$ cat src/rtl/dequant_pkg.sv
`default_nettype none
// ============================================================================
// Module   : dequant_pkg
// Purpose  : Shared sizing constants for the dequantizer slice: lane count,
//            quantized/expanded widths, scale fraction bits, the reset
//            scale value and the internal datapath slice widths.
// Revision : 1.0  initial release
// ============================================================================
package dequant_pkg;

  localparam int LANES = 4;   // lanes packed on each bus
  localparam int QW    = 8;   // quantized lane width (unsigned)
  localparam int PW    = 24;  // expanded lane width (signed)
  localparam int SHIFT = 4;   // fractional bits of the scale

  // Zero-point-corrected difference: {1'b0,q} - {1'b0,zp}, range -255..255.
  localparam int C_DW = QW + 1;
  // Product width. 17 bits hold every result; one extra bit lets the
  // unsigned scale be zero-extended into a signed operand of equal width.
  localparam int C_MW = 2 * QW + 2;

  // Scale of 1.0 in SHIFT-fraction fixed point.
  localparam logic [QW-1:0] C_SCALE_ONE = QW'(16);

endpackage : dequant_pkg
`default_nettype wire

$ cat src/rtl/dequant_if.sv
`default_nettype none
// ============================================================================
// Module   : dequant_if
// Purpose  : Streaming handshake bundle around the dequantizer.
//   dv_qin     per-lane input valid        qin        packed quantized lanes
//   qin_ready  input beat accepted         dv_pout    per-lane output valid
//   pout       packed expanded lanes       pout_ready downstream accepts beat
// Modports : slave  - the dequantizer itself
//            master - the upstream producer / downstream consumer side
// Revision : 1.0  initial release
// ============================================================================
interface dequant_if;
  import dequant_pkg::*;

  logic [LANES-1:0]    dv_qin;
  logic [LANES*QW-1:0] qin;
  logic                qin_ready;
  logic [LANES-1:0]    dv_pout;
  logic [LANES*PW-1:0] pout;
  logic                pout_ready;

  modport slave (
    input  dv_qin, qin, pout_ready,
    output qin_ready, dv_pout, pout
  );

  modport master (
    output dv_qin, qin, pout_ready,
    input  qin_ready, dv_pout, pout
  );

endinterface : dequant_if
`default_nettype wire

$ cat src/rtl/dequant_lane.sv
`default_nettype none
// ============================================================================
// Module   : dequant_lane
// Purpose  : One lane of the two-stage dequantizer datapath.
//            Stage 1 registers q - zp; stage 2 multiplies by the scale that
//            travelled with the beat, rounds half up and sign-extends.
// Ports    : clk, rst (async, active-low)
//            i_adv       pipeline advance enable
//            i_dv, i_q   lane valid / quantized value at the input
//            i_zp        current zero point
//            i_s1_scale  scale captured alongside this lane's stage-1 data
//            o_dv, o_p   lane valid / expanded value at the output
// Revision : 1.0  initial release
// ============================================================================
module dequant_lane
  import dequant_pkg::*;
(
  input  wire logic          clk,
  input  wire logic          rst,
  input  wire logic          i_adv,
  input  wire logic          i_dv,
  input  wire logic [QW-1:0] i_q,
  input  wire logic [QW-1:0] i_zp,
  input  wire logic [QW-1:0] i_s1_scale,
  output logic               o_dv,
  output logic [PW-1:0]      o_p
);

  localparam logic signed [C_MW-1:0] C_RND = C_MW'(2 ** (SHIFT - 1));

  logic                   r_s1_dv;
  logic [C_DW-1:0]        r_s1_d;
  logic                   r_dv;
  logic [PW-1:0]          r_p;

  logic [C_DW-1:0]        w_d;
  logic signed [C_MW-1:0] w_a;
  logic signed [C_MW-1:0] w_b;
  logic signed [C_MW-1:0] w_prod;
  logic signed [C_MW-1:0] w_rnd;
  logic signed [C_MW-1:0] w_shr;
  logic [PW-1:0]          w_ext;

  assign w_d    = {1'b0, i_q} - {1'b0, i_zp};
  // Equal-width signed operands keep the multiply free of implicit extension.
  assign w_a    = {{(C_MW-C_DW){r_s1_d[C_DW-1]}}, r_s1_d};
  assign w_b    = {{(C_MW-QW){1'b0}}, i_s1_scale};
  assign w_prod = w_a * w_b;
  // Adding half an LSB then shifting arithmetically rounds half toward +inf.
  assign w_rnd  = w_prod + C_RND;
  assign w_shr  = w_rnd >>> SHIFT;
  assign w_ext  = {{(PW-C_MW){w_shr[C_MW-1]}}, w_shr};

  always_ff @(posedge clk or negedge rst) begin
    if (!rst) begin
      r_s1_dv <= 1'b0;
      r_s1_d  <= '0;
      r_dv    <= 1'b0;
      r_p     <= '0;
    end else if (i_adv) begin
      r_s1_dv <= i_dv;
      r_s1_d  <= w_d;
      r_dv    <= r_s1_dv;
      r_p     <= r_s1_dv ? w_ext : '0;
    end
  end

  assign o_dv = r_dv;
  assign o_p  = r_p;

endmodule : dequant_lane
`default_nettype wire

$ cat src/rtl/dequant.sv
`default_nettype none
// ============================================================================
// Module   : dequant
// Purpose  : Four-lane dequantizer, pout = round((qin - zp) * scale / 2^SHIFT),
//            two-stage pipeline with per-lane valids and a global stall.
// Ports    : clk        rising-edge clock
//            rst        asynchronous active-low reset
//            cfg_we     load cfg_scale / cfg_zp at this edge
//            cfg_scale  unsigned scale, SHIFT fraction bits
//            cfg_zp     unsigned zero point
//            bus        dequant_if.slave (qin/dv_qin/qin_ready in,
//                       pout/dv_pout/pout_ready out)
//            beat_cnt   wrapping count of consumed output beats
// Revision : 1.0  initial release
// ============================================================================
module dequant
  import dequant_pkg::*;
(
  input  wire logic          clk,
  input  wire logic          rst,
  input  wire logic          cfg_we,
  input  wire logic [QW-1:0] cfg_scale,
  input  wire logic [QW-1:0] cfg_zp,
  dequant_if.slave           bus,
  output logic [15:0]        beat_cnt
);

  logic [QW-1:0]       r_scale;
  logic [QW-1:0]       r_zp;
  logic [QW-1:0]       r_s1_scale;
  logic [15:0]         r_beat_cnt;

  logic                w_adv;
  logic                w_consume;
  logic [LANES-1:0]    w_dv_pout;
  logic [LANES*PW-1:0] w_pout;

  // The whole pipe moves together: it advances whenever the output register
  // is empty or being drained, otherwise every stage holds.
  assign w_adv     = (w_dv_pout == '0) | bus.pout_ready;
  assign w_consume = (|w_dv_pout) & bus.pout_ready;

  assign bus.qin_ready = w_adv;
  assign bus.dv_pout   = w_dv_pout;
  assign bus.pout      = w_pout;
  assign beat_cnt      = r_beat_cnt;

  // Config loads even during a stall; beats entering stage 1 on the same
  // edge still see the previous values.
  always_ff @(posedge clk or negedge rst) begin
    if (!rst) begin
      r_scale <= C_SCALE_ONE;
      r_zp    <= '0;
    end else if (cfg_we) begin
      r_scale <= cfg_scale;
      r_zp    <= cfg_zp;
    end
  end

  // Scale rides with the beat so later writes never touch in-flight data.
  always_ff @(posedge clk or negedge rst) begin
    if (!rst) begin
      r_s1_scale <= '0;
    end else if (w_adv) begin
      r_s1_scale <= r_scale;
    end
  end

  always_ff @(posedge clk or negedge rst) begin
    if (!rst) begin
      r_beat_cnt <= '0;
    end else if (w_consume) begin
      r_beat_cnt <= r_beat_cnt + 16'd1;
    end
  end

  for (genvar i = 0; i < LANES; i++) begin : g_lane
    dequant_lane u_lane (
      .clk        (clk),
      .rst        (rst),
      .i_adv      (w_adv),
      .i_dv       (bus.dv_qin[i]),
      .i_q        (bus.qin[QW*i +: QW]),
      .i_zp       (r_zp),
      .i_s1_scale (r_s1_scale),
      .o_dv       (w_dv_pout[i]),
      .o_p        (w_pout[PW*i +: PW])
    );
  end

endmodule : dequant
`default_nettype wire

$ cat src/flat_wrapper.sv
// flat-port wrapper written by rule: the top's interface ports become plain ports
module dequant_flat import dequant_pkg::*;
  (clk, rst, cfg_we, cfg_scale, cfg_zp, beat_cnt, bus_dv_qin, bus_qin, bus_pout_ready, bus_qin_ready, bus_dv_pout, bus_pout);
  dequant_if bus_i ();
  input  wire logic clk;
  input  wire logic rst;
  input  wire logic cfg_we;
  input  wire logic [QW-1:0] cfg_scale;
  input  wire logic [QW-1:0] cfg_zp;
  output logic [15:0] beat_cnt;
  input wire logic [$bits(bus_i.dv_qin)-1:0] bus_dv_qin;
  input wire logic [$bits(bus_i.qin)-1:0] bus_qin;
  input wire logic [$bits(bus_i.pout_ready)-1:0] bus_pout_ready;
  output wire logic [$bits(bus_i.qin_ready)-1:0] bus_qin_ready;
  output wire logic [$bits(bus_i.dv_pout)-1:0] bus_dv_pout;
  output wire logic [$bits(bus_i.pout)-1:0] bus_pout;
  assign bus_i.dv_qin = bus_dv_qin;
  assign bus_i.qin = bus_qin;
  assign bus_i.pout_ready = bus_pout_ready;
  assign bus_qin_ready = bus_i.qin_ready;
  assign bus_dv_pout = bus_i.dv_pout;
  assign bus_pout = bus_i.pout;
  dequant u_core (.clk(clk), .rst(rst), .cfg_we(cfg_we), .cfg_scale(cfg_scale), .cfg_zp(cfg_zp), .bus(bus_i), .beat_cnt(beat_cnt));
endmodule
$ cat config.mk
export PLATFORM = sky130hd
export DESIGN_NAME = dequant_flat
export DESIGN_NICKNAME = d
export VERILOG_FILES = /design/src/rtl/dequant_pkg.sv /design/src/rtl/dequant_if.sv /design/src/rtl/dequant_lane.sv /design/src/rtl/dequant.sv /design/src/flat_wrapper.sv
export SDC_FILE = /design/constraint.sdc
export NUM_CORES = 1
export LEC_CHECK = 0
export BUFFER_PORTS_ARGS = -buffer_cell sky130_fd_sc_hd__buf_4
export CORE_MARGIN = 2
export CORE_UTILIZATION = 28
export DETAILED_ROUTE_END_ITERATION = 10
export PLACE_DENSITY = 0.48
export SLEW_MARGIN = 0
export SYNTH_ARGS = -nofsm -noshare
export SYNTH_HDL_FRONTEND = slang
export SYNTH_SLANG_ARGS = --single-unit
$ cat constraint.sdc
create_clock -name clk -period 6.7 [get_ports clk]
set_input_delay 1.34 -clock clk [delete_from_list [all_inputs] [get_ports clk]]
set_output_delay 1.34 -clock clk [all_outputs]
set_load 0.05 [all_outputs]
# After elaboration in Yosys (flattened, before gate mapping)
# Index checks and enable logic that the tools add are counted.
# Widths: inputs -> output; s select.
[totals]
reg_bits = 180
in_bits = 56
elab_cells = 41
[op_classes]
n_bitwise = 2
add_sub_neg = 9
reduce_logical = 2
mul = 4
n_mux = 4
[ops]
columns = ["operator", "n"]
rows = [
  ["$mux 24", 4],
  ["$add 18x5->18 const B", 4],
  ["$mul 9x9->18", 4],
  ["$sub 8x8->9", 4],
  ["$add 16x1->16 const B", 1],
  ["$logic_not 4->1", 1],
  ["$reduce_or 4->1", 1],
  ["$and 1x1->1", 1],
  ["$or 1x1->1", 1],
]

# Longest topological paths before layout
[logic_depth]
ltp_word = 3
depth_mapped = 20

# By module
# A second synthesis with hierarchy kept.
[unflattened]
cells_unflattened = 2115
area_unflattened_um2 = 19117.1
[modules_own_cells]
columns = ["module", "area_each_um2", "cells_each", "instances"]
rows = [
  ["dequant_lane (u_core.g_lane[3].u_lane)", 4393.0, 504, 1],
  ["dequant_lane (u_core.g_lane[2].u_lane)", 4388.0, 498, 1],
  ["dequant_lane (u_core.g_lane[1].u_lane)", 4355.4, 502, 1],
  ["dequant_lane (u_core.g_lane[0].u_lane)", 4341.7, 492, 1],
  ["dequant", 1639.1, 119, 1],
]

# Worst setup path after synthesis
# OpenSTA, ideal clock, no wires.
[synth_path]
path_kind = "register to register"
startpoint = "register u_core.r_s1_scale[0]"
endpoint = "register u_core.g_lane[0].u_lane.r_p[22]"
setup_ps = 122
setup_slack_ps = 1611
n_path_buf = 4
arrival_time_ps = 4967
stages_incl_launch_ff = 19
synth_period_minus_slack_ps = 5089
path_cell_list = "dfrtp_1 > buf_4 > clkbuf_1 > clkbuf_1 > nand2_1 > fa_1 > inv_1 > fa_1 > inv_1 > fa_1 > fa_1 > inv_1 > ha_1 > clkbuf_1 > a21o_1 > a21o_1 > a21o_1 > or3_1 > a32o_1"
[synth_between]
elab_chain_len = 3
[synth_rtl]
columns = ["item", "line_no", "source"]
rows = [
  ["start, declared", "dequant.sv:30", "logic [QW-1:0] r_s1_scale;"],
  ["start signal, assigned", "dequant.sv:65", "r_s1_scale <= r_scale;"],
  ["$mul 9x9->18", "dequant_lane.sv:48", "assign w_prod = w_a * w_b;"],
  ["$add 18x5->18", "dequant_lane.sv:50", "assign w_rnd = w_prod + C_RND;"],
  ["$mux 24", "dequant_lane.sv:64", "r_p <= r_s1_dv ? w_ext : '0;"],
  ["end signal, assigned", "dequant_lane.sv:64", ""],
  ["end, declared", "dequant_lane.sv:34", "logic [PW-1:0] r_p;"],
]
# No other way between the ends.
# A chain may end at the register's enable or synchronous reset.

# Final worst setup path
[layout_path]
startpoint = "register u_core.r_s1_scale[3]"
endpoint = "register u_core.g_lane[1].u_lane.r_p[22]"
[layout_between]
elab_chain_len = 3
[layout_rtl]
columns = ["item", "line_no"]
rows = [
  ["$mul 9x9->18", "dequant_lane.sv:48"],
  ["$add 18x5->18", "dequant_lane.sv:50"],
  ["$mux 24", "dequant_lane.sv:64"],
  ["end signal, assigned", "dequant_lane.sv:64"],
  ["end, declared", "dequant_lane.sv:34"],
]
# No other way between the ends.

==> results_dict.tcl <==
set metrics [dict create \
    drt-total-wl_mm 48.0 \
    overflow 0 \
    synth_ff_type "dfrtp_1" \
    yosysSeqAreaShare 0.184 \
    postCtsSetupBuffers 0 \
    hpwl_mm 38.2 \
    synth-seq-cells 140 \
    clkTransAtPathRegs_ns 0.07 \
    finalHoldViolCount 0 \
    yosys-top-cells-area "fa_1, dfrtp_1, ha_1" \
    clk_path_buf_depth 2 \
    fin_crit_ns 5.48 \
    fp.coreArea_um2 67300 \
    cp_max_fo 30 \
    syn2layout_area_growth_pct 12.4 \
    cts_max_level 4 \
    grt_setup_unrepaired "false" \
    vias 14400 \
    worstSetupStartpointType "register" \
    track_usage 0.143 \
    rows 95 \
    cap_violations 0 \
    cts_tree "built" \
    drtPass1Iterations 5 \
    setup_viol 0 \
    fin_skew_ns 0.0129 \
    detail-route-antenna-nets 0 \
    ctsHoldBuffers 0 \
    rr_worst_depth 16 \
    cts_sinks 140 \
    grt_max_degree 88 \
    synth_nets 2669 \
    drtIter0Drc 554 \
    min_path_type "reg2reg" \
    status "complete, no violations" \
    numCtsBuffers 17 \
    vias_per_cell 4.58 \
    critPathRequiredTime_ns 7.08 \
    portBuffers 172 \
    clock_latency_ns 0.49 \
    tns_ns 0 \
    netlist_instances 2192 \
    synth_top_area_cell "fa_1" \
    dieWidth_um 265 \
    fin_ws_ns 1.22 \
    holdPathStages 2 \
    criticalPathCategory "reg2reg" \
    grt_pass1_wl_mm 78.7 \
    io_pins 173 \
    syn_area_um2 19000 \
    worst_slew_pin_slew_ns 1.23 \
    cts-root-buf "clkbuf_16" \
    avgSynthCellArea_um2 8.69 \
    place_congestion 0.815 \
    yosysTopAreaCellShare 0.252 \
    die_y_um 265 \
    avgRoutedWirePerCell_um 15.3 \
    fmax_mhz 182 \
    num_antenna_cells 0 \
    start_util 0.283 \
    fin_nets 2733 \
    drcViolationCount 0 \
    period_share 0.818 \
    grt_pass1_vias 15100 \
    relSlewSlack 0.183 \
    synthArstFlopShare 1.00 \
    maxSlewViolCount 0 \
    antenna_found_initial 1 \
    dp_slack_ns 1.28 \
    synth_edf_count 0 \
    layout-drive-gt1-share 0.110 \
    endpoint_kind "register" \
    cp_data_arrival_time_ns 5.86 \
    design.die.area_um2 70100 \
    yosys_warnings 0 \
    cts-resized-gates 0 \
    ys_types 59 \
]
==> final timing paths <==
| kind | startpoint | to | slack (ns) |
|---|---|---|---|
| max in group asynchronous | rst | u_core.g_lane[3].u_lane.o_p[12] | 4.52 |
| max reg2reg | u_core.r_s1_scale[3] | u_core.g_lane[1].u_lane.o_p[22] | 1.22 |
| max | u_core.r_s1_scale[3] | u_core.g_lane[1].u_lane.o_p[22] | 1.22 |
| min reg2reg | u_core.r_s1_scale[6] | u_core.r_s1_scale[6] | 0.47 |
| min in group asynchronous | rst | u_core.g_lane[2].u_lane.o_p[7] | 0.91 |
| min | u_core.r_s1_scale[6] | u_core.r_s1_scale[6] | 0.47 |
==> logic make-up after synthesis <==
kind of cell               count (synthesis)  synth area share
muxes                                     13           0.00756
and+or+nand+nor                          622             0.159
AOI/OAI and AO/OA                        332             0.116
buffers and inverters                    584             0.125
adders and majority gates                421             0.371
DFF                                      140             0.184
xor gates and xnor gates                  80            0.0368
==> cells in the mapped netlist (33+ instances only) <==
library cell,count
buf_4,45
a21oi_1,69
xnor2_1,46
o21a_1,33
o21ai_0,82
nand2_1,292
nor3_1,35
o31ai_1,33
and2_1,155
xor2_1,34
fa_1,240
ha_1,181
dfrtp_1,139
inv_1,442
clkbuf_1,80
==> metal layers <==
layer,share of wire,global-route usage,wire length (um)
met1,0.48,0.193,23100
met2,0.46,0.233,22200
met3,0.034,0.0229,1650
met4,0.021,0.0467,1010
met5,0,0,0
==> cells in the final DEF (no fill, tap or decap), drive strengths merged, types with 5 or more instances in the layout <==
master,n
inv,447
nand2,292
fa,240
buf,187
ha,181
and2,155
dfrtp,139
o21ai,84
a21oi,71
xnor2,46
nor3,35
xor2,34
o21a,33
o31ai,33
nor2,32
a21o,31
nand3,25
nand4,20
clkbuf,19
nor2b,16
o211ai,14
and3,14
a31oi,13
mux2,11
or3,9
nor3b,8
a41oi,7
a21boi,5
a211o,5
o21bai,5
a211oi,5
==> state kept, by name, summed over array words and instances (netlist names) <==
name	cells
u_core.g_lane.u_lane.o_dv	4
u_core.g_lane.u_lane.o_p	56
u_core.r_zp	8
u_core.r_scale	8
u_core.r_s1_scale	8
u_core.beat_cnt	16
u_core.g_lane.u_lane.r_s1_d	36
u_core.g_lane.u_lane.r_s1_dv	4
==> worst max-delay path, cell delays in order (launching register included) <==
cell and delay [ns]:
dfrtp_1 1.15, buf_4 0.31, nand2_1 0.08, fa_1 0.55, inv_1 0.05, fa_1 0.48
fa_1 0.49, inv_1 0.05, fa_1 0.47, inv_1 0.04, ha_1 0.34, and3_1 0.24
and2_1 0.19, o21ai_0 0.14, a31oi_1 0.15, or3_1 0.35, a32o_1 0.26
==> cell type report <==
| class | instances | area, um2 |
|---|---|---|
| inverters | 442 | 1660 |
| multi-input cells | 1468 | 13200 |
| well taps | 873 | 1090 |
| repair buffers | 187 | 1410 |
| clock inverters | 13 | 129 |
| fillers | 7121 | 45900 |
| clock buffers | 19 | 453 |
| flip-flops and latches | 140 | 3500 |
==> through the flow <==
stage	cells	hold WS (ns)	instance area (um2)	util
finish	3142	0.471	21400	0.318
global route	3142	0.494	21400	0.318
CTS	3142	0.473	21400	0.318
detailed placement	3110	0.457	20800	0.309
global placement	3110	0.450	20800	0.309
floorplan	2192	0.442	19000	-
Power is not shown: default switching activity piles up to over one toggle a cycle in this logic, so the estimate is an artifact.
